[config.mk]
export PLATFORM = sky130hd
export DESIGN_NAME = mac_accumulate_stage
export DESIGN_NICKNAME = d
export VERILOG_FILES = /design/src/rtl/mac_accumulate_stage.sv
export SDC_FILE = /design/constraint.sdc
export NUM_CORES = 1
export LEC_CHECK = 0
export BUFFER_PORTS_ARGS = -buffer_cell sky130_fd_sc_hd__buf_2
export CAP_MARGIN = 5
export CORE_MARGIN = 10
export CORE_UTILIZATION = 63
export CTS_BUF_LIST = sky130_fd_sc_hd__clkbuf_8
export DETAILED_ROUTE_END_ITERATION = 6
export PLACE_DENSITY = 0.85
export SYNTH_ARGS = -nofsm -noshare
export SYNTH_HDL_FRONTEND = slang
export SYNTH_SLANG_ARGS = --single-unit
[constraint.sdc]
create_clock -name Clock -period 6.4 [get_ports Clock]
set_clock_uncertainty 0.05 [all_clocks]
set_input_delay 0.64 -clock Clock [delete_from_list [all_inputs] [get_ports Clock]]
set_output_delay 0.64 -clock Clock [all_outputs]
set_load 0.05 [all_outputs]
[src/rtl/mac_accumulate_stage.sv]
// Multiply-accumulate stage: sums NrOfTerms pixel*weight products, adds bias,
// saturates, and strobes the result into a downstream Tick-gated register.
module mac_accumulate_stage #(
    parameter int DataBits  = 8,
    parameter int AccBits   = 24,
    parameter int NrOfTerms = 784
) (
    input  logic                Clock,
    input  logic                Reset,
    input  logic                Tick,
    input  logic                Start,
    input  logic                InValid,
    input  logic [DataBits-1:0] Pixel,
    input  logic [DataBits-1:0] Weight,
    input  logic [AccBits-1:0]  Bias,
    output logic                InReady,
    output logic [AccBits-1:0]  D,
    output logic                ClockEnable,
    output logic                Busy,
    output logic                Done,
    output logic                Overflow
);

    localparam int CntBits  = (NrOfTerms > 1) ? $clog2(NrOfTerms) : 1;
    localparam int ProdBits = 2 * DataBits + 1;
    localparam int ExtBits  = AccBits + 1 - ProdBits;

    localparam logic [CntBits-1:0] LastTerm = CntBits'(NrOfTerms - 1);
    localparam logic [CntBits-1:0] CntOne   = CntBits'(1);
    localparam logic [AccBits-1:0] MaxAcc   = {1'b0, {(AccBits-1){1'b1}}};
    localparam logic [AccBits-1:0] MinAcc   = {1'b1, {(AccBits-1){1'b0}}};

    typedef enum logic [1:0] {
        IDLE,
        ACCUM,
        WRITE,
        DONE
    } state_t;

    state_t state, state_nxt;

    logic [AccBits-1:0]  acc_q;
    logic [AccBits-1:0]  d_q;
    logic [CntBits-1:0]  cnt_q;
    logic                ovf_q;

    logic signed [ProdBits-1:0] pix_ext;
    logic signed [ProdBits-1:0] wt_ext;
    logic signed [ProdBits-1:0] product;
    logic        [AccBits:0]    acc_sum;
    logic        [AccBits:0]    res_sum;
    logic        [AccBits-1:0]  acc_sat;
    logic        [AccBits-1:0]  res_sat;
    logic                       acc_clamp;
    logic                       res_clamp;
    logic                       last_term;

    // Pixel is unsigned, so it gets a zero sign bit before the signed multiply.
    assign pix_ext = {{DataBits{1'b0}}, 1'b0, Pixel};
    assign wt_ext  = {{(DataBits+1){Weight[DataBits-1]}}, Weight};
    assign product = pix_ext * wt_ext;

    assign acc_sum = {acc_q[AccBits-1], acc_q}
                   + {{ExtBits{product[ProdBits-1]}}, product};
    assign res_sum = {acc_q[AccBits-1], acc_q}
                   + {Bias[AccBits-1], Bias};

    // One guard bit: a clamp is needed when it disagrees with the sign bit.
    assign acc_clamp = acc_sum[AccBits] ^ acc_sum[AccBits-1];
    assign res_clamp = res_sum[AccBits] ^ res_sum[AccBits-1];

    assign acc_sat = !acc_clamp ? acc_sum[AccBits-1:0]
                   : (acc_sum[AccBits] ? MinAcc : MaxAcc);
    assign res_sat = !res_clamp ? res_sum[AccBits-1:0]
                   : (res_sum[AccBits] ? MinAcc : MaxAcc);

    assign last_term = (cnt_q == LastTerm);

    always_comb begin
        state_nxt = state;
        if (Tick) begin
            unique case (state)
                IDLE:  if (Start) state_nxt = ACCUM;
                ACCUM: if (InValid && last_term) state_nxt = WRITE;
                WRITE: state_nxt = DONE;
                DONE:  state_nxt = IDLE;
            endcase
        end
    end

    // Strobes are decoded from state, so they stretch across Tick=0 cycles.
    assign InReady     = (state == ACCUM);
    assign Busy        = (state == ACCUM) || (state == WRITE);
    assign ClockEnable = (state == WRITE);
    assign Done        = (state == DONE);
    assign D           = ClockEnable ? res_sat : d_q;
    assign Overflow    = ovf_q | (ClockEnable & res_clamp);

    always_ff @(posedge Clock or posedge Reset) begin
        if (Reset) begin
            state <= IDLE;
            acc_q <= '0;
            cnt_q <= '0;
            ovf_q <= 1'b0;
            d_q   <= '0;
        end else begin
            state <= state_nxt;
            if (Tick) begin
                unique case (state)
                    IDLE: begin
                        if (Start) begin
                            acc_q <= '0;
                            cnt_q <= '0;
                            ovf_q <= 1'b0;
                        end
                    end
                    ACCUM: begin
                        if (InValid) begin
                            acc_q <= acc_sat;
                            ovf_q <= ovf_q | acc_clamp;
                            cnt_q <= last_term ? '0 : cnt_q + CntOne;
                        end
                    end
                    WRITE: begin
                        d_q   <= res_sat;
                        ovf_q <= ovf_q | res_clamp;
                    end
                    DONE: ;
                endcase
            end
        end
    end

endmodule

==> results.json, run 1 <==
{
  "drcViolationCount": 0,
  "post-route-min-period_ps": 5860,
  "hold_buffers": 0,
  "cts_tree": "built",
  "cts_buffers": 9,
  "place.gp.congestion": 0.904,
  "worst_slew_pin_slew_ps": 974,
  "syn2layout_area_growth_pct": 8.23,
  "leakagePower_uw": 0.00441,
  "first_pass_iters": 4,
  "ant_nets": 0,
  "ir_worst_vdd_uv": 327,
  "p_comb_frac": 0.789,
  "start_kind": "input port",
  "critPathArrivalTime_ps": 6010,
  "avgSynthCellArea_um2": 8.87,
  "pre_cts_slack_ps": 205,
  "die_y_um": 134,
  "cp_cell_sequence": "buf_2 -> nand2_1 -> fa_1 -> inv_1 -> fa_1 -> ha_1 -> inv_1 -> fa_1 -> inv_1 -> ha_1 -> ha_1 -> inv_1 -> fa_1 -> nand2b_1 -> a211o_1 -> a21oi_1 -> o211ai_1 -> o211a_2 -> nor4_4 -> o21a_1 -> o22ai_1",
  "grt-ovfl-total": 0,
  "status": "finished clean",
  "p_sw_frac": 0.550,
  "setup_tns_ps": 0,
  "p_sw_uw": 2570,
  "worstPathRequired_ps": 6550,
  "post_cts_buffers": 0,
  "setup_viol": 0,
  "timing.final.ws_setup_ps": 542,
  "fmax_mhz": 171,
  "die_area_mm2": 0.0179,
  "diodes": 0,
  "rows": 41,
  "nNetsFinal": 1183,
  "grt_pass1_wl_um": 32600,
  "maxSlewViolCount": 0,
  "antenna_found_initial": 0,
  "netlist_area_mm2": 0.00816,
  "synth_most_common_cell": "ha_1",
  "p_int_uw": 2100,
  "ctsResizeCount": 0,
  "cts.root.buffer_cell": "clkbuf_8",
  "core_area_mm2": 0.0127,
  "worst_path_max_delay_cell": "nor4_4",
  "path_buf_inv": 5,
  "cp-end-kind": "flip-flop",
  "clkPwrFrac": 0.072,
  "rsz0062_at_grt": "no",
  "final_hold_viol_count": 0,
  "synthTopCellsByCount": "107 x ha_1, 94 x inv_1, 89 x nand2_1",
  "grt_max_degree": 62,
  "cts.sink_count": 61,
  "placedCellCount": 1139,
  "routed_wl_um": 19000,
  "start_util": 0.644,
  "htreeDepth": 3,
  "ys_types": 73,
  "max_slew_margin": 0.347,
  "clk_path_buf_depth": 2,
  "via_per_inst": 5.98,
  "vias": 6903,
  "yosysTopAreaCell": "dfrtp_1",
  "synth_top_area_frac": 0.187,
  "synthArstFlopShare": 1.00,
  "period_share": 0.915,
  "yosys-top-cells-area": "dfrtp_1 19%, ha_1 16%, fa_1 13%",
  "io_pins": 74,
  "grt_pass1_vias": 6917,
  "clock_latency_ps": 350,
  "maxCapViolCount": 0,
  "critPathMaxFanout": 14,
  "grt_usage": 0.215,
  "ys.flop_type": "dfrtp_1",
  "hold_path.class": "flip-flop to flip-flop",
  "synth_edf_count": 0,
  "syn_inst": 920,
  "crit_family": "adder cells",
  "drive_above_1_share": 0.146,
  "syn_nets": 1125,
  "final_cells": 1155,
  "clk_pin_slew_ps": 70,
  "dp_hpwl_um": 15900,
  "avgRoutedWirePerCell_um": 16.5,
  "critical_path.max_stage_delay_ps": 690,
  "crit_type": "input port to flip-flop",
  "die_x_um": 134,
  "p_seq_frac": 0.138,
  "yosysSeqAreaShare": 0.187,
  "drt_iter0_markers": 466,
  "yosys_warnings": 0,
  "pwr_density_cell_mw_per_mm2": 529,
  "synth_seq_cells": 61,
  "portBuffers": 73
}
==> placed cells by master, fill, tap and decap left out, types with 16 or more instances in the layout <==
master,count
a21oi_1,41
and2_1,34
buf_2,73
dfrtp_1,61
fa_1,53
ha_1,107
inv_1,95
maj3_1,23
mux2_2,33
nand2_1,89
nand3_1,22
nor2_1,43
o21ai_0,44
xnor2_1,16
xor2_1,23
==> final timing paths <==
path | cells after the start | slack (ps) | endpoint | startpoint
worst min-delay path | 2 | 430 | d_q[21]$_DFFE_PP0P_ | d_q[21]$_DFFE_PP0P_
worst max-delay path | 21 | 540 | acc_q[6]$_DFFE_PP0P_ | Weight[1]
worst min register to register | 2 | 430 | d_q[21]$_DFFE_PP0P_ | d_q[21]$_DFFE_PP0P_
min in group asynchronous | 3 | 450 | state[1]$_DFFE_PP0P_ | Reset
max in group asynchronous | 3 | 5350 | acc_q[21]$_DFFE_PP0P_ | Reset
worst max register to register | 20 | 600 | acc_q[6]$_DFFE_PP0P_ | acc_q[4]$_DFFE_PP0P_
==> per-layer routing <==
metal,vias to the layer above,share of wire,global-route usage
li1,3361,-,-
met1,3315,0.45,0.275
met2,200,0.48,0.366
met3,27,0.055,0.0377
met4,0,0.017,0.0605
met5,-,0,0
==> power groups by stage <==
| stage | Clock (uW) | Combinational [uW] | Sequential [uW] |
|---|---|---|---|
| after floorplan | 0 | 2950 | 605 |
| after global routing | 357 | 4080 | 665 |
| final | 337 | 3690 | 647 |
| after CTS | 339 | 3680 | 647 |
| after detailed placement | 0 | 3640 | 653 |
| after global placement | 0 | 3560 | 644 |
==> registers in the layout (all words and copies together), names as in the netlist <==
| register | flops |
|---|---|
| acc_q | 24 |
| d_q | 24 |
| cnt_q | 10 |
| state | 2 |
| ovf_q | 1 |
==> cell type report <==
cell class / instances / area [um2]
clock inverter: 6 / 55.1
multi-input combinational: 734 / 6140
timing repair buffer: 78 / 403
tap: 172 / 215
sequential: 61 / 1530
clock buffer: 10 / 138
fill: 990 / 3840
inverter: 94 / 353
==> worst reg2reg max path, delay by kind of cell (launching register included) <==
| kind | cells | cell delay, ps |
|---|---|---|
| adders and majority gates | 7 | 2650 |
| DFF | 1 | 400 |
| buffers and inverters | 5 | 310 |
| AOI/OAI and AO/OA | 6 | 1360 |
| and+or+nand+nor | 2 | 890 |
==> logic make-up after synthesis <==
group,count (synthesis),synth area share
AND/OR/NAND/NOR,263,0.164
AO/OA/AOI/OAI,212,0.174
adder cells (fa/ha/maj),184,0.324
buffers and inverters,125,0.0603
flip-flops,61,0.187
XOR/XNOR,39,0.0419
multiplexers,36,0.0492
==> stage by stage <==
step,total power (uW),instance area (um2),utilization,hold WS (ps)
detailed placement,4300,8640,0.682,423
CTS,4660,8830,0.697,438
finish,4670,8830,0.697,434
global route,5100,8830,0.697,467
floorplan,3560,8160,-,398
global placement,4200,8640,0.682,412
Note: power is estimated with default switching activity, not from simulation.
==> run 2: changes to the inputs <==
--- a/config.mk
+++ b/config.mk
@@ -5,6 +5,7 @@
 export SDC_FILE = /design/constraint.sdc
 export NUM_CORES = 1
 export LEC_CHECK = 0
+export ABC_AREA = 1
 export BUFFER_PORTS_ARGS = -buffer_cell sky130_fd_sc_hd__buf_2
 export CAP_MARGIN = 5
 export CORE_MARGIN = 10
==> run 2 against run 1 <==
Via count up 12%; cell area up 2.3%; area after synthesis up 2.6%; largest cell class unchanged; die area up 2.2%.
==> results.json, run 2 <==
{
  "hold_buffers": 0,
  "critPathMaxFanout": 18,
  "netlist_area_mm2": 0.00837,
  "setup_tns_ps": 0,
  "dp_hpwl_um": 17600,
  "crit_family": "adder cells",
  "grt_usage": 0.232,
  "cts_tree": "built",
  "diodes": 0,
  "rsz0062_at_grt": "no",
  "start_kind": "input port",
  "cp-end-kind": "flip-flop",
  "maxSlewViolCount": 0,
  "grt-ovfl-total": 0,
  "grt_pass1_vias": 7470,
  "status": "finished clean",
  "reg_top3": "acc_q (24), d_q (24), cnt_q (10)",
  "grt_max_degree": 62,
  "drt_iter0_markers": 576,
  "yosysSeqAreaShare": 0.182,
  "clock_latency_ps": 350,
  "grt_pass1_wl_um": 35100,
  "syn_inst": 1196,
  "via_per_inst": 5.41,
  "synth_most_common_cell": "nand2_1",
  "portBuffers": 73,
  "fmax_mhz": 178,
  "syn_nets": 1401,
  "pre_cts_slack_ps": 440,
  "die_area_mm2": 0.0183,
  "vias": 7737,
  "post_cts_buffers": 0,
  "p_int_uw": 2120,
  "routed_wl_um": 20900,
  "critical_path.max_stage_delay_ps": 490,
  "reg2reg_slack_ps": 1350,
  "drcViolationCount": 0,
  "cts_buffers": 9,
  "layout_common_cells": "394 x nand2_1, 206 x inv_1, 107 x ha_1, 73 x buf_2, 61 x dfrtp_1",
  "rows": 42,
  "ir_worst_vdd_uv": 362,
  "p_sw_uw": 2730,
  "timing.final.ws_setup_ps": 797,
  "worst_slew_pin_slew_ps": 778,
  "path_buf_inv": 3,
  "total_power_uw": 4850,
  "yosys_warnings": 0,
  "yosysTopAreaCell": "dfrtp_1",
  "ant_nets": 0,
  "start_util": 0.637,
  "crit_type": "input port to flip-flop",
  "cts.root.buffer_cell": "clkbuf_8",
  "max_slew_margin": 0.482,
  "cpMostUsedCell": "fa_1",
  "p_seq_frac": 0.127,
  "maxCapViolCount": 0,
  "clk_pin_slew_ps": 70,
  "cts.sink_count": 61,
  "synth_top_area_frac": 0.182,
  "post-route-min-period_ps": 5600,
  "die_x_um": 135,
  "ys_types": 42,
  "worst_path_max_delay_cell": "fa_1",
  "setup_viol": 0,
  "leakagePower_uw": 0.00553,
  "antenna_found_initial": 0,
  "avgRoutedWirePerCell_um": 14.6,
  "place.gp.congestion": 0.988,
  "ys.flop_type": "dfrtp_1",
  "final_hold_viol_count": 0,
  "synth_seq_cells": 61,
  "period_share": 0.875,
  "yosys-top-cells-area": "dfrtp_1 18%, nand2_1 18%, ha_1 16%",
  "final_common_cell": "nand2_1",
  "ctsResizeCount": 0,
  "p_comb_frac": 0.793,
  "clkPwrFrac": 0.080,
  "syn2layout_area_growth_pct": 7.91,
  "pwr_density_cell_mw_per_mm2": 537,
  "htreeDepth": 3,
  "hold_path.class": "flip-flop to flip-flop",
  "synthTopCellsByCount": "394 x nand2_1, 206 x inv_1, 107 x ha_1",
  "first_pass_iters": 5,
  "p_sw_frac": 0.563,
  "io_pins": 74,
  "drive_above_1_share": 0.113,
  "worstPathRequired_ps": 6560,
  "critPathArrivalTime_ps": 5760,
  "avgSynthCellArea_um2": 7.00,
  "clk_path_buf_depth": 2,
  "synthArstFlopShare": 1.00,
  "core_area_mm2": 0.0131,
  "nNetsFinal": 1455,
  "cp_cell_sequence": "buf_2 -> clkinv_1 -> or2_2 -> fa_1 -> fa_1 -> inv_1 -> fa_1 -> fa_1 -> fa_1 -> ha_1 -> a21oi_1 -> nand2_1 -> nand3b_4 -> nand3_1 -> nand2_1 -> nand2_2 -> nand2_1 -> nand2_2 -> o21ai_0 -> o21ai_0",
  "die_y_um": 135,
  "synth_edf_count": 0
}
==> run 2: cell types whose count changed after synthesis, sizes merged, moves of 9 or more <==
cell	previous run	this run
a21oi	41	50
inv	94	209
nand4	6	20
a21o	14	0
o21a	15	1
nand3	23	77
and2	34	5
nand2	90	410
o211ai	16	1
maj3	24	0
nand2b	13	0
mux2	33	0
==> run 2: stage by stage <==
| step | instances | utilization | instance area (um2) | hold WS, ps |
|---|---|---|---|---|
| 2_1_floorplan | 1196 | - | 8370 | 392 |
| 3_3_place_gp | 1415 | 0.671 | 8810 | 406 |
| 3_5_place_dp | 1415 | 0.671 | 8810 | 412 |
| 6_report | 1431 | 0.688 | 9030 | 435 |
| 5_1_grt | 1431 | 0.688 | 9030 | 454 |
| 4_1_cts | 1431 | 0.688 | 9030 | 436 |
==> run 2: power groups by stage <==
stage | combinational, uW | sequential, uW | clock, uW
floorplan | 3020 | 573 | 0
finish | 3850 | 616 | 389
global route | 4410 | 633 | 410
detailed placement | 3800 | 624 | 0
CTS | 3830 | 616 | 393
global placement | 3730 | 622 | 0
==> run 2: final cells by class <==
| cell class | instances | area, um2 |
|---|---|---|
| Multi-Input combinational cell | 890 | 5880 |
| Fill cell | 1178 | 4100 |
| Sequential cell | 61 | 1530 |
| Inverter | 211 | 792 |
| Timing Repair Buffer | 77 | 395 |
| Tap cell | 176 | 220 |
| Clock buffer | 10 | 138 |
| Clock inverter | 6 | 86.3 |
==> run 2: path summary, 6_finish.rpt <==
kind / cells past startpoint / startpoint / end
max in group asynchronous: 3 / Reset / acc_q[11]$_DFFE_PP0P_
min reg2reg: 2 / d_q[9]$_DFFE_PP0P_ / d_q[9]$_DFFE_PP0P_
max reg2reg: 20 / acc_q[6]$_DFFE_PP0P_ / acc_q[9]$_DFFE_PP0P_
min in group asynchronous: 3 / Reset / d_q[18]$_DFFE_PP0P_
max: 20 / Weight[7] / acc_q[9]$_DFFE_PP0P_
min: 2 / d_q[9]$_DFFE_PP0P_ / d_q[9]$_DFFE_PP0P_
==> run 2: kinds of logic (layout without fill, tap and decap cells) <==
group | after synthesis | after routing | share of synthesized area
and+or+nand+nor | 576 | 576 | 0.301
DFF | 61 | 61 | 0.182
adders and majority gates | 160 | 160 | 0.287
buffers and inverters | 245 | 304 | 0.116
AOI/OAI and AO/OA | 121 | 121 | 0.0796
xor gates and xnor gates | 33 | 33 | 0.0345
==> run 2: tightest hold or removal path, delay by kind of cell, from the launching register on <==
family | cells | cell delay (ps)
flops | 1 | 340
simple gates | 2 | 110
==> run 2: routing by layer <==
| metal | GRT usage | up-vias | share of wire |
|---|---|---|---|
| met4 | 0.101 | 0 | 0.042 |
| li1 | - | 3858 | - |
| met2 | 0.395 | 230 | 0.48 |
| met5 | 0 | - | 0 |
| met3 | 0.0364 | 51 | 0.050 |
| met1 | 0.284 | 3598 | 0.43 |
